<file path="config.mk">
export PLATFORM = sky130hd
export DESIGN_NAME = cpu_run_controller
export DESIGN_NICKNAME = d
export VERILOG_FILES = /design/src/rtl/cpu_run_ctrl_pkg.sv /design/src/rtl/cpu_run_controller_loop_detector.sv /design/src/rtl/cpu_run_controller.sv
export SDC_FILE = /design/constraint.sdc
export NUM_CORES = 1
export LEC_CHECK = 0
export CAP_MARGIN = 20
export CORE_MARGIN = 5
export CORE_UTILIZATION = 40
export DETAILED_ROUTE_END_ITERATION = 7
export PLACE_DENSITY = 0.73
export SYNTH_ARGS = -nofsm -noshare
export SYNTH_HDL_FRONTEND = slang
export SYNTH_HIERARCHICAL = 1
export SYNTH_SLANG_ARGS = --single-unit
</file>
<file path="constraint.sdc">
create_clock -name clock -period 5.1 [get_ports clock]
set_clock_uncertainty 0.05 [all_clocks]
set_input_delay 1.02 -clock clock [delete_from_list [all_inputs] [get_ports clock]]
set_output_delay 1.02 -clock clock [all_outputs]
set_load 0.02 [all_outputs]
</file>
<file path="src/rtl/cpu_run_ctrl_pkg.sv">
// cpu_run_ctrl_pkg: run-controller state enum, halt-kind encodings and default NOP
package cpu_run_ctrl_pkg;
  typedef enum logic [1:0] {S_IDLE, S_HOLD, S_RUN, S_DONE} run_state_e;
  localparam logic [2:0] HK_NONE    = 3'd0;
  localparam logic [2:0] HK_L1      = 3'd1;
  localparam logic [2:0] HK_L2      = 3'd2;
  localparam logic [2:0] HK_L3      = 3'd3;
  localparam logic [2:0] HK_L4      = 3'd4;
  localparam logic [2:0] HK_TIMEOUT = 3'd7;
  localparam logic [31:0] NOP_DEFAULT = 32'h00000013;
endpackage

</file>
<file path="src/rtl/cpu_run_controller_loop_detector.sv">
// pc_loop_detector: PC history, loop match counters and lowest-length-first priority (loops 2-4 only with RUN_CTRL_MULTI_LOOP_EN)
module pc_loop_detector
  import cpu_run_ctrl_pkg::*;
#(
  parameter int LOOP1_THRESH = 3,
  parameter int LOOP2_THRESH = 4,
  parameter int LOOP3_THRESH = 6,
  parameter int LOOP4_THRESH = 8
) (
  input  logic        clock,
  input  logic        reset,
  input  logic        clear_i,
  input  logic        en_i,
  input  logic [31:0] pc_i,
  input  logic [31:0] instr_i,
  output logic        detect_o,
  output logic [2:0]  kind_o
);
`ifdef RUN_CTRL_MULTI_LOOP_EN
  localparam int HD = 4;
`else
  localparam int HD = 1;
`endif
  localparam int THRESH [1:4] = '{LOOP1_THRESH, LOOP2_THRESH, LOOP3_THRESH, LOOP4_THRESH};
  logic [31:0] hist_q [HD];
  logic [31:0] prev_instr_q;
  logic [2:0]  hvalid_q;
  logic [3:0]  mcnt_q [1:HD];
  logic [3:0]  mcnt_d [1:HD];
  logic [HD:1] hit;
  logic [HD:1] fire;
  // evaluate each loop length against history; shortest firing loop wins
  always_comb begin
    kind_o = HK_NONE;
    for (int k = 1; k <= HD; k++) begin
      hit[k] = int'(hvalid_q) >= k && pc_i == hist_q[k-1] && (k != 1 || instr_i == prev_instr_q);
      mcnt_d[k] = hit[k] ? (mcnt_q[k] == 4'hF ? 4'hF : mcnt_q[k] + 4'd1) : 4'd0;
      fire[k] = hit[k] && int'(mcnt_q[k]) + 1 >= THRESH[k];
    end
    for (int k = HD; k >= 1; k--) kind_o = fire[k] ? 3'(k) : kind_o;
    detect_o = en_i && |fire;
  end
  // shift history and update match counters on every RUN cycle
  always_ff @(posedge clock) begin
    if (reset || clear_i) begin
      hist_q       <= '{default: '0};
      prev_instr_q <= '0;
      hvalid_q     <= '0;
      mcnt_q       <= '{default: '0};
    end else if (en_i) begin
      hist_q[0] <= pc_i;
      for (int k = 1; k < HD; k++) hist_q[k] <= hist_q[k-1];
      prev_instr_q <= instr_i;
      hvalid_q     <= hvalid_q == 3'd4 ? 3'd4 : hvalid_q + 3'd1;
      mcnt_q       <= mcnt_d;
    end
  end
endmodule

</file>
<file path="src/rtl/cpu_run_controller.sv">
// cpu_run_controller: releases the core on start, counts cycles/instructions, stops on halt loop or timeout (RUN_CTRL_MULTI_LOOP_EN enables loops 2-4)
module cpu_run_controller
  import cpu_run_ctrl_pkg::*;
#(
  parameter int          RESET_CYCLES   = 2,
  parameter int          TIMEOUT_CYCLES = 2000,
  parameter logic [31:0] NOP_INSTR      = NOP_DEFAULT,
  parameter int          LOOP1_THRESH   = 3,
  parameter int          LOOP2_THRESH   = 4,
  parameter int          LOOP3_THRESH   = 6,
  parameter int          LOOP4_THRESH   = 8
) (
  input  logic        clock,
  input  logic        reset,
  input  logic        start,
  input  logic [31:0] pc_current,
  input  logic [31:0] instruction_current,
  input  logic        stall,
  input  logic [31:0] a0_value,
  output logic        core_reset,
  output logic        running,
  output logic        done,
  output logic [2:0]  halt_kind,
  output logic [31:0] cycle_count,
  output logic [31:0] instr_count,
  output logic [31:0] final_pc,
  output logic [31:0] result
);
  run_state_e  state_q, state_d;
  logic [31:0] hold_q, hold_d, cyc_q, cyc_d, ins_q, ins_d, fpc_q, fpc_d, res_q, res_d;
  logic [2:0]  kind_q, kind_d, det_kind;
  logic        clr, det, timeout;
  logic        core_reset_q, run_q, done_q;
  pc_loop_detector #(
    .LOOP1_THRESH(LOOP1_THRESH),
    .LOOP2_THRESH(LOOP2_THRESH),
    .LOOP3_THRESH(LOOP3_THRESH),
    .LOOP4_THRESH(LOOP4_THRESH)
  ) u_det (
    .clock   (clock),
    .reset   (reset),
    .clear_i (clr),
    .en_i    (state_q == S_RUN),
    .pc_i    (pc_current),
    .instr_i (instruction_current),
    .detect_o(det),
    .kind_o  (det_kind)
  );
  // next-state, counting and capture of the detect-cycle snapshot
  always_comb begin
    state_d = state_q;
    hold_d  = hold_q;
    cyc_d   = cyc_q;
    ins_d   = ins_q;
    kind_d  = kind_q;
    fpc_d   = fpc_q;
    res_d   = res_q;
    clr     = 1'b0;
    timeout = cyc_q + 32'd1 == 32'(TIMEOUT_CYCLES);
    unique case (state_q)
      S_IDLE, S_DONE: begin
        state_d = start ? S_HOLD : state_q;
        clr     = start;
      end
      S_HOLD: begin
        hold_d  = hold_q + 32'd1;
        state_d = hold_q == 32'(RESET_CYCLES - 1) ? S_RUN : S_HOLD;
      end
      S_RUN: begin
        cyc_d = &cyc_q ? cyc_q : cyc_q + 32'd1;
        ins_d = (instruction_current != NOP_INSTR && !stall && !(&ins_q)) ? ins_q + 32'd1 : ins_q;
        if (det || timeout) begin
          state_d = S_DONE;
          kind_d  = det ? det_kind : HK_TIMEOUT;
          fpc_d   = pc_current;
          res_d   = a0_value;
        end
      end
    endcase
    if (clr) begin
      hold_d = '0;
      cyc_d  = '0;
      ins_d  = '0;
      kind_d = HK_NONE;
      fpc_d  = '0;
      res_d  = '0;
    end
  end
  // state and output registers; status flags follow the next state so they are registered
  always_ff @(posedge clock) begin
    if (reset) begin
      state_q      <= S_IDLE;
      hold_q       <= '0;
      cyc_q        <= '0;
      ins_q        <= '0;
      kind_q       <= HK_NONE;
      fpc_q        <= '0;
      res_q        <= '0;
      core_reset_q <= 1'b1;
      run_q        <= 1'b0;
      done_q       <= 1'b0;
    end else begin
      state_q      <= state_d;
      hold_q       <= hold_d;
      cyc_q        <= cyc_d;
      ins_q        <= ins_d;
      kind_q       <= kind_d;
      fpc_q        <= fpc_d;
      res_q        <= res_d;
      core_reset_q <= state_d != S_RUN;
      run_q        <= state_d == S_RUN;
      done_q       <= state_d == S_DONE;
    end
  end
  assign core_reset  = core_reset_q;
  assign running     = run_q;
  assign done        = done_q;
  assign halt_kind   = kind_q;
  assign cycle_count = cyc_q;
  assign instr_count = ins_q;
  assign final_pc    = fpc_q;
  assign result      = res_q;
endmodule
</file>
== Word-level counts from Yosys, hierarchy flattened ==
Cells that the tools add are included.

* Input port bits: 100
* Register bits after elaboration: 239
* Output and inout port bits: 134

* Eq/ne operators: 13
* $lt $le $gt $ge: 2
* Reduce and logical (&&, ||, !) cells: 18
* $add $sub $neg: 6
* Multiplexer cells: 10
* Bitwise operators: 1

{| class="wikitable"
|+ Operators with widths
! kind !! number
|-
| 32-bit by 1-bit adder with 32-bit output (second input constant) || 3
|-
| 32-bit == test || 2
|-
| 32-bit AND reduction || 2
|-
| 32-bit by 1-bit == test with 1-bit output (second input constant) || 1
|-
| 32-bit by 11-bit == test with 1-bit output (second input constant) || 1
|-
| 32-bit by 3-bit greater-or-equal comparator with 1-bit output (second input constant) || 1
|-
| 32-bit by 5-bit != test with 1-bit output (second input constant) || 1
|-
| 2-bit == test (second input constant) || 4
|-
| 4-bit two-way mux || 2
|-
| 1-bit logical AND || 6
|-
| 2-bit two-way mux || 3
|-
| 3-bit two-way mux || 2
|-
| 2-bit case mux with 3 select lines || 1
|-
| 2-bit AND reduction || 3
|-
| 4-bit by 1-bit adder with 5-bit output (second input constant) || 1
|-
| 4-bit by 1-bit adder with 4-bit output (second input constant) || 1
|-
| 4-bit == test (second input constant) || 1
|-
| 2-bit OR reduction || 2
|-
| 3-bit by 1-bit adder with 3-bit output (second input constant) || 1
|-
| 3-bit == test (second input constant) || 1
|-
| 3-bit by 1-bit greater-or-equal comparator with 1-bit output (second input constant) || 1
|-
| 2-bit by 1-bit == test with 1-bit output (second input constant) || 1
|-
| 1-bit zero test || 2
|-
| 2-bit zero test || 1
|-
| other kinds (4) || 6
|}

== Depth between registers and ports, before layout ==
* Depth after elaboration: 9
* Depth in mapped cells: 12

== By module ==
Netlist, hierarchy kept.

{| class="wikitable"
|+ Modules (own cells, without submodules)
! module !! area each (um2) !! cells each !! sequential area each (um2) !! times used
|-
| cpu_run_controller || 7993.9 || 946 || 3363.2 || 1
|-
| pc_loop_detector || 3568.4 || 373 || 1421.4 || 1
|}

== Worst setup path before layout ==
OpenSTA, ideal clock, no wires.

* Kind: in2reg
* Start: input pc_current[29]
* End: register run_q, in the netlist running
* Cell stages on the path: 10
* Data arrival time: 2.655 ns
* Path slack: 2.281 ns
* Buffers on the path: 2
* Required time: 4.936 ns
* Cell sequence: xor2_1 > nor4b_1 > nand4_1 > nor4_1 > and4_1 > nand2_1 > o31a_1 > buf_6 > buf_6 > a21o_1

* Word-level cells in the longest chain between the ends: 9

{| class="wikitable"
|+ Ends and longest elaborated chain
! element !! RTL line !! RTL
|-
| start, declared || cpu_run_controller.sv:16 || <nowiki>input logic [31:0] pc_current,</nowiki>
|-
| 32-bit == test || cpu_run_controller_loop_detector.sv:36 || <nowiki>hit[k] = int'(hvalid_q) >= k && pc_i == hist_q[k-1] && (k != 1 || instr_i == prev_instr_q);</nowiki>
|-
| 1-bit logical AND (2 in series) || cpu_run_controller_loop_detector.sv:36 ||
|-
| 1-bit logical AND || cpu_run_controller_loop_detector.sv:38 || <nowiki>fire[k] = hit[k] && int'(mcnt_q[k]) + 1 >= THRESH[k];</nowiki>
|-
| 1-bit logical AND || cpu_run_controller_loop_detector.sv:41 || <nowiki>detect_o = en_i && |fire;</nowiki>
|-
| net det || cpu_run_controller.sv:32 || <nowiki>logic clr, det, timeout;</nowiki>
|-
| 1-bit logical OR || cpu_run_controller.sv:72 || <nowiki>if (det || timeout) begin</nowiki>
|-
| 2-bit two-way mux || cpu_run_controller.sv:72 ||
|-
| 2-bit case mux with 3 select lines || cpu_run_controller.sv:60 || <nowiki>unique case (state_q)</nowiki>
|-
| 2-bit == test || cpu_run_controller.sv:111 || <nowiki>run_q <= state_d == S_RUN;</nowiki>
|-
| end signal, assigned || cpu_run_controller.sv:100 || <nowiki>run_q <= 1'b0;</nowiki>
|-
| end signal, assigned || cpu_run_controller.sv:111 ||
|-
| end, declared || cpu_run_controller.sv:33 || <nowiki>logic core_reset_q, run_q, done_q;</nowiki>
|}

The timed path passes the listed nets, and every way through them passes these cells.
A chain may end at the register's enable or synchronous reset.

== Final worst setup path ==
* Start: input instruction_current[8]
* End: register fpc_q[12], in the netlist final_pc[12]

* Word-level cells in the longest chain between the ends: 6

{| class="wikitable"
|+ Ends and longest elaborated chain
! element !! RTL line !! RTL
|-
| start, declared || cpu_run_controller.sv:17 || <nowiki>input logic [31:0] instruction_current,</nowiki>
|-
| 32-bit == test || cpu_run_controller_loop_detector.sv:36 ||
|-
| 1-bit logical AND || cpu_run_controller_loop_detector.sv:36 ||
|-
| 1-bit logical AND || cpu_run_controller_loop_detector.sv:38 ||
|-
| 1-bit logical AND || cpu_run_controller_loop_detector.sv:41 ||
|-
| net det || cpu_run_controller.sv:32 ||
|-
| 1-bit logical OR || cpu_run_controller.sv:72 ||
|-
| 2-bit AND reduction (no line) || n/a ||
|-
| end signal, assigned || cpu_run_controller.sv:108 || <nowiki>fpc_q <= fpc_d;</nowiki>
|-
| end, declared || cpu_run_controller.sv:30 || <nowiki>logic [31:0] hold_q, hold_d, cyc_q, cyc_d, ins_q, ins_d, fpc_q, fpc_d, res_q, res_d;</nowiki>
|}

The timed path passes the listed nets, and every way through them passes these cells.

==> results.cfg <==
[status]
outcome = finished, final reports clean

[timing]
max_freq_ghz = 0.2735
worstMarginPinSlew_ns = 0.9713
fin_ws_ns = 1.444
drv_slew = 0
tns_ns = 0
period_minus_slack_ns = 3.656
min_period_over_period_pct = 71.69
slew_headroom_pct = 35.24
setup_violations = 0
grt_setup_unrepaired = false
hold_viol = 0

[routing]
num_vias = 9910
routedWlPerCell_um = 16.07
totalWireLength_um = 30800
ant_nets = 0
via_per_inst = 5.170
first_pass_iters = 5
drc = 0
drt_iter0_markers = 596

[hold_path]
hold_depth = 2
hold_class = reg2reg
hold_start = halt_kind[1]
whs_endpoint = halt_kind[1]

[floorplan]
start_util_pct = 40.39
die_area_um2 = 32410
die_w_um = 180.0
pin_count = 234
rows = 62
die_h_um = 180.0
core_area_um2 = 28630

[yosys]
synth_flop_cell = dfxtp_1
synth_enable_flop_cells = 0
synth-seq-cells = 239
synthesis.area_um2 = 11560
synthCells = 1319
synth_cell_types = 64
yosysWarnings = 6
synth_area_per_cell_um2 = 8.766
seq_area_frac_synth_pct = 41.38
synthArstFlopShare_pct = 0

[cts]
cts_resized = 0
clock_sinks = 239
h-tree-depth = 1
cts_setup_buffers = 0
cts_root_buffer = clkbuf_16
cts_tree = done
hold_buffers = 0
clk_latency_ns = 0.52
cts_buffers = 26
clk_pin_slew_worst_paths_ns = 0.06
clockBufferDepth = 3

[cells_and_area]
instances_no_fill = 1917
seq_area_um2 = 4785
n_fill_cell = 2589
diodes = 0
multiInputGateArea_um2 = 6295
final_nets = 1624
drive_above_1_share_pct = 4.827
syn2layout_area_growth_pct = 29.78

[setup_path]
r2r-start = cycle_count[0]
critPathCaptureType = flop
reg2reg_depth = 10
worstSetupStartpointType = input pin
critPathKind = in2reg
worstReg2RegEnd = final_pc[4]
crit_arrival_ns = 4.00
r2r_setup_slack_ns = 1.66
cp.required_ns = 5.44
crit_fanout = 57

[power_and_ir_drop]
switching_share_pct = 28.93
p_per_area_nw_per_um2 = 329.9
switching_power_mw = 1.432
leakage_nw = 5.612
pwr-share-comb_pct = 20.0
p_clk_share_pct = 39.3
irDropWorstVdd_mv = 0.2317
p_int_mw = 3.518
power_frac_seq_pct = 40.7

[grt]
grt_use_met3_pct = 5.248
grt_util_met2_pct = 30.56
grt_pass1_wl_um = 49650
antenna_found_initial = 4
busiest_layer = met2
grt_max_degree = 126
grt_usage_pct = 18.05
use_met1_pct = 22.82
overflow = 0
grt_pass1_vias = 9670

[placement]
dpl_worst_slack_ns = 0.9087
hpwl_um = 22290
place.gp.congestion = 0.9031
placedCellCount = 1868
io_buffers = 233

[job]
cap_violations = 0
through the flow:
step,util [%],instance area [um^2],total power [mW],hold WS (ns)
floorplan,-,11570,2.721,0.4250
global placement,49.06,14040,3.010,0.3874
detailed placement,49.16,14070,3.044,0.3895
CTS,52.33,14980,5.004,0.3991
global route,52.42,15010,5.182,0.4211
finish,52.42,15010,4.950,0.3982
final cells by class:
type / instances / share of cell area [%]
flip-flops and latches: 239 / 31.89
multi-input cells: 979 / 41.95
well taps: 384 / 3.202
repair buffers: 240 / 16.24
inverters: 27 / 0.6754
clock inverters: 11 / 0.7588
clock buffers: 37 / 5.286
metal layers:
layer | wire [um] | share of wire (%)
met1 | 13140 | 43
met2 | 14390 | 47
met3 | 2399 | 7.8
met4 | 814 | 2.6
met5 | 60 | 0.19
cell families after synthesis:
logic type                 share of synthesized area (%)
other                                            0.03243
adders and majority gates                          1.190
muxes                                              11.52
DFF                                                41.38
and+or+nand+nor                                    25.48
buffers and inverters                              4.512
xor gates and xnor gates                           11.51
AOI/OAI and AO/OA                                  4.361
worst max-delay path by stage:
stage | slack, ns | cells after the start | end | startpoint
finish | 1.44 | 11 | final_pc[12] | instruction_current[8]
floorplan | 2.28 | 10 | running | pc_current[29]
CTS | 1.37 | 10 | state_q[0] | instruction_current[8]
global route | 1.32 | 11 | final_pc[1] | instruction_current[8]
global placement | 0.99 | 10 | state_q[0] | instruction_current[8]
detailed placement | 0.91 | 10 | state_q[0] | pc_current[0]
sequential cells by signal (all words and copies together) (netlist names):
name                count
core_reset              1
cycle_count            32
done                    1
final_pc               32
halt_kind               3
hold_q                 32
instr_count            32
result                 32
running                 1
state_q                 2
u_det/hist_q           32
u_det/hvalid_q          3
u_det/mcnt_q            4
u_det/prev_instr_q     32
cell usage after synthesis (all sizes together), types with 5 or more instances:
cell / count / area share, %
and3: 15 / 0.81
xnor2: 59 / 4.5
nor4: 39 / 2.6
and4: 15 / 1.1
or3: 12 / 0.65
buf: 27 / 2.1
and2: 10 / 0.56
nor3b: 5 / 0.32
mux2i: 132 / 11
dfxtp: 239 / 41
a31oi: 6 / 0.32
nand4: 37 / 2.3
a21oi: 19 / 0.82
nor2: 194 / 6.3
ha: 11 / 1.2
clkbuf: 48 / 1.6
inv: 27 / 0.88
xor2: 93 / 7.0
nor2b: 7 / 0.38
nand3: 49 / 2.1
nor3: 30 / 1.3
nand2: 180 / 5.8
o21ai: 15 / 0.65
power by group through the flow:
| stage | logic [mW] | clock network (mW) | registers, mW |
|---|---|---|---|
| finish | 0.990 | 1.95 | 2.01 |
| global route | 1.09 | 2.07 | 2.02 |
| CTS | 0.997 | 1.99 | 2.01 |
| detailed placement | 0.991 | 0 | 2.05 |
| global placement | 0.962 | 0 | 2.05 |
| floorplan | 0.672 | 0 | 2.05 |
critical path, stage by stage:
cell	delay [ns]
clkdlybuf4s50_1	0.46
nor2b_1	0.17
nor4_1	0.48
nand4_1	0.19
nor4_1	0.46
and4_1	0.26
nand2_1	0.09
o31a_2	0.16
buf_4	0.22
buf_16	0.24
mux2i_1	0.18
cells in the final DEF (no fill, tap or decap), types with 4 or more instances in the layout:
| cell | netlist | routed |
|---|---|---|
| a211oi_1 | 4 | 4 |
| and2_1 | 9 | 9 |
| nand2_1 | 180 | 180 |
| and4_1 | 15 | 15 |
| clkbuf_8 | 0 | 8 |
| nor2_1 | 194 | 193 |
| or3_1 | 12 | 12 |
| nor4_1 | 32 | 32 |
| and3_1 | 15 | 15 |
| nor2b_1 | 7 | 7 |
| inv_1 | 27 | 27 |
| xnor2_1 | 59 | 59 |
| nand3_1 | 49 | 49 |
| clkdlybuf4s50_1 | 0 | 233 |
| nor4_2 | 5 | 5 |
| o21ai_0 | 14 | 14 |
| xor2_1 | 93 | 93 |
| dfxtp_1 | 239 | 239 |
| mux2i_1 | 132 | 132 |
| nor3_1 | 29 | 29 |
| nand4_1 | 35 | 35 |
| a21oi_1 | 19 | 19 |
| nor3b_1 | 5 | 5 |
| a31o_1 | 4 | 4 |
| a31oi_1 | 6 | 6 |
| nand3b_1 | 4 | 4 |
| clkinv_2 | 0 | 6 |
| ha_1 | 11 | 10 |
| a211o_1 | 4 | 4 |
| clkbuf_16 | 0 | 27 |
| buf_4 | 3 | 4 |
No activity file was read; power rests on OpenSTA's default activity.
